$ cat src/rtl/ppi_pkg.sv
// Shared constants for the PPI port C handshake block: control-word fields, modes, pin map.
// Latency: none (declarations only).
// Backpressure: none.
package ppi_pkg;

   // Control-word field positions.
   localparam int CW_MSET     = 7;
   localparam int CW_AMODE_HI = 6;
   localparam int CW_AMODE_LO = 5;
   localparam int CW_DIRA     = 4;
   localparam int CW_DIRCU    = 3;
   localparam int CW_BMODE    = 2;
   localparam int CW_DIRB     = 1;
   localparam int CW_DIRCL    = 0;
   localparam int CW_BSR_HI   = 3;
   localparam int CW_BSR_LO   = 1;
   localparam int CW_BSR_VAL  = 0;

   // Group mode encodings; group A's 1x codes collapse onto MODE1.
   typedef enum logic [1:0] {
      MODE0 = 2'b00,
      MODE1 = 2'b01
   } mode_e;

   // Mode-1 pin indices on PC[7:0].
   localparam int PC_INTR_A = 3;
   localparam int PC_STB_A  = 4;
   localparam int PC_IBF_A  = 5;
   localparam int PC_ACK_A  = 6;
   localparam int PC_OBF_A  = 7;
   localparam int PC_INTR_B = 0;
   localparam int PC_HS1_B  = 1;
   localparam int PC_HS2_B  = 2;

   // Mode word after reset: all ports input, both groups mode 0.
   localparam logic [7:0] MODE_RST = 8'h9B;

   // Decoded view of the stored mode word (bit 7 is not stored).
   typedef struct packed {
      logic a_m1;
      logic dir_a;
      logic dir_cu;
      logic b_m1;
      logic dir_b;
      logic dir_cl;
   } mode_t;

   function automatic mode_e grp_a_mode(input logic [6:0] w);
      return (w[CW_AMODE_HI:CW_AMODE_LO] == 2'b00) ? MODE0 : MODE1;
   endfunction

   function automatic mode_t mode_decode(input logic [6:0] w);
      mode_t m;
      m.a_m1   = (grp_a_mode(w) == MODE1);
      m.dir_a  = w[CW_DIRA];
      m.dir_cu = w[CW_DIRCU];
      m.b_m1   = w[CW_BMODE];
      m.dir_b  = w[CW_DIRB];
      m.dir_cl = w[CW_DIRCL];
      return m;
   endfunction

endpackage

$ cat src/rtl/ppi_hs_chan.sv
// One mode-1 handshake channel: strobe synchroniser, edge detect, IBF/OBF_n/INTE/INTR flags.
// Latency: pad edge -> fall/rise pulse SYNC_STAGES+1 cycles; flags update one cycle after the pulse.
// Backpressure: none; rd/wr/strobe events are single-cycle and never stalled.
module ppi_hs_chan #(
   parameter int SYNC_STAGES = 2
) (
   input  logic clk,
   input  logic Reset,
   input  logic clr,        // mode-set write: return flags to idle
   input  logic en,         // group is in mode 1
   input  logic dir,        // 1 = input handshake (STB/IBF), 0 = output (ACK/OBF_n)
   input  logic stb_pad,    // STB_n or ACK_n pad value
   input  logic rd,
   input  logic wr,
   input  logic inte_wr,
   input  logic inte_val,
   output logic ibf,
   output logic obf_n,
   output logic inte,
   output logic intr,
   output logic latch,
   output logic stb_rdata   // value returned on a port C read of the strobe pin
);

   logic [SYNC_STAGES-1:0] sync_q;
   logic                   last_q;
   logic                   fall_q;
   logic                   rise_q;
   logic                   stb_s;

   assign stb_s = sync_q[SYNC_STAGES-1];

   // Synchronise the strobe (idle high) and register its fall/rise edges.
   always_ff @(posedge clk) begin
      if (Reset) begin
         sync_q <= '1;
         last_q <= 1'b1;
         fall_q <= 1'b0;
         rise_q <= 1'b0;
      end else begin
         sync_q[0] <= stb_pad;
         for (int i = 1; i < SYNC_STAGES; i++) begin
            sync_q[i] <= sync_q[i-1];
         end
         last_q <= stb_s;
         fall_q <= last_q & ~stb_s;
         rise_q <= ~last_q & stb_s;
      end
   end

   // Handshake flags; set conditions win over a coincident CPU read, CPU write wins over ACK.
   always_ff @(posedge clk) begin
      if (Reset || clr) begin
         ibf   <= 1'b0;
         obf_n <= 1'b1;
         inte  <= 1'b0;
         intr  <= 1'b0;
      end else begin
         if (inte_wr) begin
            inte <= inte_val;
         end
         if (en && dir) begin
            if (fall_q) begin
               ibf <= 1'b1;
            end else if (rd) begin
               ibf <= 1'b0;
            end
            if (rise_q && inte && ibf) begin
               intr <= 1'b1;
            end else if (rd) begin
               intr <= 1'b0;
            end
         end else if (en) begin
            if (wr) begin
               obf_n <= 1'b0;
            end else if (fall_q) begin
               obf_n <= 1'b1;
            end
            if (wr) begin
               intr <= 1'b0;
            end else if (rise_q && inte && obf_n) begin
               intr <= 1'b1;
            end
         end
      end
   end

   // Input register capture coincides with the STB fall pulse.
   assign latch = en & dir & fall_q;

`ifdef PPI_PORTC_STATUS_EN
   assign stb_rdata = inte;
`else
   assign stb_rdata = stb_pad;
`endif

endmodule

$ cat src/rtl/ppi_portc_hs.sv
// 8255-style port C owner: BSR latch, mode register, mode-1 handshakes for groups A/B (PPI_PORTC_STATUS_EN selects status-word reads).
// Latency: control words and CPU strobes take effect the next cycle; pad strobes after SYNC_STAGES+1 cycles plus one.
// Backpressure: none; all inputs are single-cycle strobes accepted unconditionally.
module ppi_portc_hs #(
   parameter int         SYNC_STAGES = 2,
   parameter logic [7:0] PC_RST      = 8'h00
) (
   input  logic       clk,
   input  logic       Reset,
   input  logic       cw_wr,
   input  logic [7:0] cw_data,
   input  logic       rd_a,
   input  logic       rd_b,
   input  logic       wr_a,
   input  logic       wr_b,
   input  logic [7:0] pc_in,
   output logic [7:0] pc_out,
   output logic [7:0] pc_oe,
   output logic [7:0] pc_rdata,
   output logic       latch_a,
   output logic       latch_b,
   output logic       intr_a,
   output logic       intr_b
);

   import ppi_pkg::*;

   logic [6:0] mode_q;
   logic [7:0] pc_latch_q;
   mode_t      m;
   logic       mset;
   logic       bsr;
   logic [2:0] bsr_sel;
   logic       bsr_val;
   logic       inte_a_hit;
   logic       inte_b_hit;
   logic       stb_pad_a;
   logic       ibf_a, obf_n_a, inte_a, stb_rd_a;
   logic       ibf_b, obf_n_b, inte_b, stb_rd_b;

   assign m       = mode_decode(mode_q);
   assign mset    = cw_wr & cw_data[CW_MSET];
   assign bsr     = cw_wr & ~cw_data[CW_MSET];
   assign bsr_sel = cw_data[CW_BSR_HI:CW_BSR_LO];
   assign bsr_val = cw_data[CW_BSR_VAL];

   // In mode 1 the BSR address of the strobe pin is an alias for that group's INTE flag.
   assign inte_a_hit = bsr & m.a_m1 &
                       (bsr_sel == (m.dir_a ? 3'(PC_STB_A) : 3'(PC_ACK_A)));
   assign inte_b_hit = bsr & m.b_m1 & (bsr_sel == 3'(PC_HS2_B));

   // Group A watches STB_n on PC4 when input, ACK_n on PC6 when output.
   assign stb_pad_a = m.dir_a ? pc_in[PC_STB_A] : pc_in[PC_ACK_A];

   // Mode register and port C output latch.
   always_ff @(posedge clk) begin
      if (Reset) begin
         mode_q     <= MODE_RST[6:0];
         pc_latch_q <= PC_RST;
      end else if (mset) begin
         mode_q     <= cw_data[6:0];
         pc_latch_q <= PC_RST;
      end else if (bsr && !inte_a_hit && !inte_b_hit) begin
         pc_latch_q[bsr_sel] <= bsr_val;
      end
   end

   ppi_hs_chan #(
      .SYNC_STAGES (SYNC_STAGES)
   ) u_chan_a (
      .clk       (clk),
      .Reset     (Reset),
      .clr       (mset),
      .en        (m.a_m1),
      .dir       (m.dir_a),
      .stb_pad   (stb_pad_a),
      .rd        (rd_a),
      .wr        (wr_a),
      .inte_wr   (inte_a_hit),
      .inte_val  (bsr_val),
      .ibf       (ibf_a),
      .obf_n     (obf_n_a),
      .inte      (inte_a),
      .intr      (intr_a),
      .latch     (latch_a),
      .stb_rdata (stb_rd_a)
   );

   ppi_hs_chan #(
      .SYNC_STAGES (SYNC_STAGES)
   ) u_chan_b (
      .clk       (clk),
      .Reset     (Reset),
      .clr       (mset),
      .en        (m.b_m1),
      .dir       (m.dir_b),
      .stb_pad   (pc_in[PC_HS2_B]),
      .rd        (rd_b),
      .wr        (wr_b),
      .inte_wr   (inte_b_hit),
      .inte_val  (bsr_val),
      .ibf       (ibf_b),
      .obf_n     (obf_n_b),
      .inte      (inte_b),
      .intr      (intr_b),
      .latch     (latch_b),
      .stb_rdata (stb_rd_b)
   );

   // Pin ownership: nibble direction by default, handshake pins override in mode 1.
   always_comb begin
      pc_out = pc_latch_q;
      pc_oe  = {{4{~m.dir_cu}}, {4{~m.dir_cl}}};
      if (m.a_m1) begin
         pc_oe[PC_INTR_A]  = 1'b1;
         pc_out[PC_INTR_A] = intr_a;
         if (m.dir_a) begin
            pc_oe[PC_STB_A]  = 1'b0;
            pc_oe[PC_IBF_A]  = 1'b1;
            pc_out[PC_IBF_A] = ibf_a;
         end else begin
            pc_oe[PC_ACK_A]  = 1'b0;
            pc_oe[PC_OBF_A]  = 1'b1;
            pc_out[PC_OBF_A] = obf_n_a;
         end
      end
      if (m.b_m1) begin
         pc_oe[PC_INTR_B]  = 1'b1;
         pc_out[PC_INTR_B] = intr_b;
         pc_oe[PC_HS2_B]   = 1'b0;
         pc_oe[PC_HS1_B]   = 1'b1;
         pc_out[PC_HS1_B]  = m.dir_b ? ibf_b : obf_n_b;
      end
   end

   // CPU read: driven bits return what is driven, input bits the pad; strobe pins per channel.
   always_comb begin
      pc_rdata = (pc_oe & pc_out) | (~pc_oe & pc_in);
      if (m.a_m1) begin
         if (m.dir_a) begin
            pc_rdata[PC_STB_A] = stb_rd_a;
         end else begin
            pc_rdata[PC_ACK_A] = stb_rd_a;
         end
      end
      if (m.b_m1) begin
         pc_rdata[PC_HS2_B] = stb_rd_b;
      end
   end

endmodule

$ cat config.mk
export PLATFORM = sky130hd
export DESIGN_NAME = ppi_portc_hs
export DESIGN_NICKNAME = d
export VERILOG_FILES = /design/src/rtl/ppi_pkg.sv /design/src/rtl/ppi_hs_chan.sv /design/src/rtl/ppi_portc_hs.sv
export SDC_FILE = /design/constraint.sdc
export NUM_CORES = 1
export LEC_CHECK = 0
export CAP_MARGIN = 20
export CORE_MARGIN = 3
export CORE_UTILIZATION = 41
export CTS_CLUSTER_SIZE = 10
export DETAILED_ROUTE_END_ITERATION = 6
export PLACE_DENSITY = 0.82
export SYNTH_ARGS = -nofsm -noshare
export SYNTH_HDL_FRONTEND = slang
export SYNTH_SLANG_ARGS = --single-unit
$ cat constraint.sdc
create_clock -name clk -period 1.2 [get_ports clk]
set_input_delay 0.24 -clock clk [delete_from_list [all_inputs] [get_ports clk]]
set_output_delay 0.24 -clock clk [all_outputs]
set_load 0.02 [all_outputs]
==> results of run 1 <==
synth_stat cells, types with 3 or more instances:
master / number / area share
o2111ai_1: 4 / 0.021
nor3b_1: 4 / 0.018
inv_1: 6 / 0.014
a21oi_1: 13 / 0.040
mux2i_1: 11 / 0.067
nand4_1: 3 / 0.012
nor2_1: 7 / 0.016
nand2_1: 22 / 0.051
a211o_1: 5 / 0.027
o21ai_0: 12 / 0.037
or2_2: 6 / 0.023
buf_4: 7 / 0.032
nand3_1: 8 / 0.025
dfxtp_1: 33 / 0.40
mux2_2: 5 / 0.035
and2_1: 3 / 0.012
and3_1: 5 / 0.019
buf_2: 6 / 0.018
sequential cells by signal, indices dropped and copies added (netlist names), 2 cells and up:
register         flops
pc_latch_q           8
mode_q               7
u_chan_a.sync_q      2
u_chan_b.sync_q      2
final timing paths:
kind | end | from | cells past startpoint
setup / recovery | pc_rdata[4] | mode_q[5] | 4
hold / removal | u_chan_a.sync_q[1] | u_chan_a.sync_q[0] | 1
setup reg to reg | u_chan_b.ibf | mode_q[2] | 7
hold reg to reg | u_chan_a.sync_q[1] | u_chan_a.sync_q[0] | 1
per-layer routing:
layer,share of wire,global-route usage
met1,0.40,0.243
met2,0.52,0.380
met3,0.053,0.0583
met4,0.027,0.0933
met5,0,0
power breakdown:
part	leakage, nW	internal [mW]	switching [mW]
clock network	0.0450	0.401	0.416
registers	0.271	1.12	0.0418
logic	1.07	0.397	0.341
total	1.39	1.92	0.799
cells by family after synthesis:
kind of cell / after synthesis / synth area share
AOI/OAI and AO/OA: 44 / 0.179
muxes: 17 / 0.109
xor gates and xnor gates: 1 / 0.00537
and+or+nand+nor: 69 / 0.229
DFF: 33 / 0.405
buffers and inverters: 21 / 0.0736
stage by stage:
step                setup WS [ps]  total power, mW
finish                       -478             2.72
global route                 -501             2.81
CTS                          -461             2.61
detailed placement           -589             1.78
global placement             -596             1.77
floorplan                    -143             1.46
repair_timing:
item / in CTS / in global routing
hold endpoints to repair: 0 / 0
hold buffers: 0 / 0
pin swaps: 10 / 8
setup endpoints to repair: 50 / 34
buffers inserted: 6 / 16
resized for setup: 181 / 45
worst max-delay path, delay by kind of cell, from the launching register on:
kind	cells	cell delay (ps)
buf+inv	1	130
simple gates	1	110
compound gates	1	230
flops	1	370
mux	1	310
area by class of cell:
type	instances	area [um^2]
Clock buffer	6	72.6
Clock inverter	2	10.0
Fill cell	236	786
Inverter	6	25.0
Multi-Input combinational cell	131	1050
Sequential cell	33	683
Tap cell	48	60.1
Timing Repair Buffer	116	1060
==> reports/qor.txt, run 1 <==
Placed cells: 318
DRT antenna net count: 0
Synth Instances: 185
Fin crit period: 1680 ps
Maxcap violations: 0
FF+latch count, synth: 33
Pin count of the biggest net entering global routing: 12
Clk slew on worst S/H paths: 70 ps
Fin cells: 342
Ys async rst share: 0
Critical path required time: 960 ps
Placer Congestion: 0.847
First-pass GRT wire length: 8270 um
Htree depth: 2
Maximum clock insertion buffer count: 2
Vias in the first global route: 1754
Net count after synthesis: 208
Post-synthesis average cell area: 8.82 um^2
Drt first pass iters: 4
Outcome: finished, violations left
CP startpoint kind: flip-flop
Initial Utilization: 0.436
Endpoints failing setup: 30
Endpoint class of the critical path: output port
Hold WC Path Type: flip-flop to flip-flop
Die Y: 69.1 um
RSZ-0062 raised after global routing: yes
Clk_lat worst skew: 290 ps
Vias: 1852
Post-Synthesis Cell Area: 1630 um^2
CP max stage delay: 370 ps
Remaining DRCs: 0
Util after Layout: 0.790
Critical path's slowest cell: dfxtp_4
Diodes inserted: 0
Max VDD drop: 0.772 mV
Synth-to-Final Area Change: 81.3%
Starting DRT DRC Count: 163
Power Dens Cells: 919 nW/um^2
Highest-count cells in the layout ignoring fill and taps: buf_4, buf_6, dfxtp_1
Violated checks: setup timing
Fmax: 596 MHz
WL final: 6220 um
Commonest non-fill, non-tap cell in the layout: buf_4
Core ar.: 3740 um^2
Layout cell share with drive strength beyond 1: 0.537
Final Cell Area: 2960 um^2
Clk_skew: 4.98 ps
Synth warn: 0
Fin Setup TNS: -7940 ps
Final worst setup slack: -478 ps
Die Wd: 69.1 um
CTS tree: yes
Site Rows: 22
Primary FF master, synth: dfxtp_1
Actual slew at the worst max-slew pin: 391 ps
Crit Path Category: flip-flop to output port
Area after DPL: 2520 um^2
Final period util: 1.40
Clock Root Buffer: clkbuf_8
Hold slack final: 428 ps
Total track usage: 0.216
Via density per instance: 5.42
Slew Limit Fails: 0
Post-synth EDFFs: 0
Detailed placement HPWL: 3560 um
LEAKAGE: 1.39 nW
CTS buffer count: 5
Nets: 316
DR WL/cell: 18.2 um
Die ar.: 4770 um^2
WP data arrival: 1440 ps
Worst Path Max Fanout: 6
Final hold vios: 0
Slew margin rel.: 0.739
Post-synthesis sequential area ratio: 0.405
Worst R2R Setup Slack: -70 ps
Synth cell types: 38
PortBufs: 50
Total gr overflow: 0
Num Clock Sinks: 33
Crit-path cells: o21a_4, nor2_4, mux2_4, buf_6
Initial antenna violation count: 0
I/O pins: 51
(Power assumes the default switching activity.)
==> run 2: changes to the inputs <==
- CORE_UTILIZATION: 41 -> 46
- PLACE_DENSITY: 0.82 -> 0.86
- clock period: 1.2 -> 1.8 ns (I/O delays scaled with it)
==> reports/qor.txt, run 2 (same netlist as run 1, synthesis figures left out) <==
Outcome: finished, violations left (unchanged)
Violated checks: setup timing (unchanged)
Drt first pass iters: 7 (was 4)
Top reg by flops: pc_latch_q (unchanged)
Nets: 280 (was 316)
Vias: 1634 (was 1852)
Power Dens Cells: 641 nW/um^2 (was 919 nW/um^2)
Post-CTS Setup Inserts: 0 (was 6)
Max reg flops: 8 (unchanged)
Final Cell Area: 2380 um^2 (was 2960 um^2)
Fmax: 545 MHz
CP startpoint kind: flip-flop (unchanged)
Worst r2r src: mode_q[5] (was mode_q[2])
Total gr overflow: 0 (unchanged)
Vias in the first global route: 1586 (was 1754)
Via density per instance: 5.41 (was 5.42)
I/O pins: 51 (unchanged)
Die Y: 65.6 um (was 69.1 um)
Synth-to-Final Area Change: 45.9% (was 81.3%)
Die ar.: 4300 um^2 (was 4770 um^2)
DR WL/cell: 14.8 um (was 18.2 um)
Slew Limit Fails: 0 (unchanged)
CTS buffer count: 5 (unchanged)
Num Clock Sinks: 33 (unchanged)
Crit-path leading delay family: flip-flops (unchanged)
Actual slew at the worst max-slew pin: 365 ps (was 391 ps)
Starting DRT DRC Count: 94 (was 163)
Fillers: 267 (was 236)
Highest-count cells in the layout ignoring fill and taps: buf_4, clkdlybuf4s50_1, dfxtp_1 (was buf_4, buf_6, dfxtp_1)
Htree depth: 2 (unchanged)
Overall Power: 1.52 mW (was 2.72 mW)
WL final: 4480 um (was 6220 um)
Multi-input gate area: 896 um^2 (was 1050 um^2)
Area after DPL: 2330 um^2 (was 2520 um^2)
Final hold vios: 0 (unchanged)
Crit Path Category: flip-flop to output port (unchanged)
Site Rows: 20 (was 22)
Core ar.: 3200 um^2 (was 3740 um^2)
RSZ-0062 raised after global routing: yes (unchanged)
DRT antenna net count: 0 (unchanged)
Clk slew on worst S/H paths: 90 ps (was 70 ps)
WP data arrival: 1480 ps (was 1440 ps)
Initial antenna violation count: 0 (unchanged)
Fin crit period: 1840 ps
Detailed placement HPWL: 3490 um (was 3560 um)
CTS tree: yes (unchanged)
PortBufs: 50 (unchanged)
CP bufs+invs: 1 (unchanged)
Final period util: 1.02
Placer Congestion: 0.857 (was 0.847)
Endpoints failing setup: 2 (was 30)
Fin Setup TNS: -68.3 ps (was -7940 ps)
Util after Layout: 0.743 (was 0.790)
Maxcap violations: 0 (unchanged)
Worst Path Max Fanout: 5 (was 6)
Total track usage: 0.215 (was 0.216)
LEAKAGE: 1.11 nW (was 1.39 nW)
Endpoint class of the critical path: output port (unchanged)
Commonest non-fill, non-tap cell in the layout: buf_4 (unchanged)
Layout cell share with drive strength beyond 1: 0.310 (was 0.537)
CP max stage delay: 360 ps (was 370 ps)
Initial Utilization: 0.509 (was 0.436)
Diodes inserted: 0 (unchanged)
Maximum clock insertion buffer count: 2 (unchanged)
Critical path's slowest cell: dfxtp_4 (unchanged)
Clock Root Buffer: clkbuf_4 (was clkbuf_8)
Remaining DRCs: 0 (unchanged)
First-pass GRT wire length: 7090 um (was 8270 um)
Biggest regs: pc_latch_q (8), mode_q (7) (unchanged)
Die Wd: 65.6 um (was 69.1 um)
Clk_lat worst skew: 320 ps (was 290 ps)
Max VDD drop: 0.438 mV (was 0.772 mV)
Crit-path cells: o21ba_2, nor2_4, mux2_4, buf_4 (was o21a_4, nor2_4, mux2_4, buf_6)
Hold WC Path Type: flip-flop to flip-flop (unchanged)
Hold Crit Start: u_chan_a.sync_q[0] (unchanged)
Pin count of the biggest net entering global routing: 10 (was 12)
Register area: 674 um^2 (was 683 um^2)
Final worst setup slack: -35.9 ps (was -478 ps)
Critical path required time: 1440 ps (was 960 ps)
Critical path origin: mode_q[6] (was mode_q[5])
Clk_skew: 5.14 ps (was 4.98 ps)
Slew margin rel.: 0.757 (was 0.739)
-- run 2: cell count changes in the layout (fill, tap and decap cells not counted), sizes merged --
cell and delta:
clkdlybuf4s50 +9, clkinv -2, clkdlybuf4s15 +1, dlygate4sd2 +3, clkbuf +6, buf -52, dlymetal6s2s -1
-- run 2: what timing repair did --
action / 4_1_cts / 5_1_grt
pin swaps: 1 / 3
resized for setup: 75 / 25
cloned: 0 / 0
hold buffers: 0 / 0
endpoints found under the setup margin: 23 / 13
-- run 2: area by class of cell --
cell class / count / area share
multi-input cells: 131 / 0.376
repair buffers: 80 / 0.287
inverters: 6 / 0.00946
clock buffers: 8 / 0.0205
well taps: 44 / 0.0231
flip-flops and latches: 33 / 0.283
-- run 2: final timing paths --
check                                          end  slack (ps)  depth (start not counted)
worst min register to register  u_chan_a.sync_q[1]         420                          1
worst min-delay path            u_chan_a.sync_q[1]         420                          1
worst max register to register       pc_latch_q[4]         550                          5
worst max-delay path                   pc_rdata[6]         -40                          4
-- run 2: routing by layer --
metal / track usage / wire (um) / vias to the layer above
li1: - / - / 794
met1: 0.259 / 1930 / 753
met2: 0.355 / 2190 / 79
met3: 0.0632 / 292 / 8
met4: 0.0907 / 69 / 0
met5: 0 / 0 / -
-- run 2: metrics by stage --
stage	hold slack, ps	std cells	setup WS [ps]
finish	420	302	-35.9
global route	428	302	-101
CTS	420	302	-73.0
detailed placement	398	294	-287
global placement	392	294	-275
floorplan	389	185	186
-- run 2: power by group --
group | internal [mW] | switching, mW | total [mW]
clock | 0.156 | 0.231 | 0.387
combinational | 0.191 | 0.176 | 0.367
sequential | 0.750 | 0.0208 | 0.770
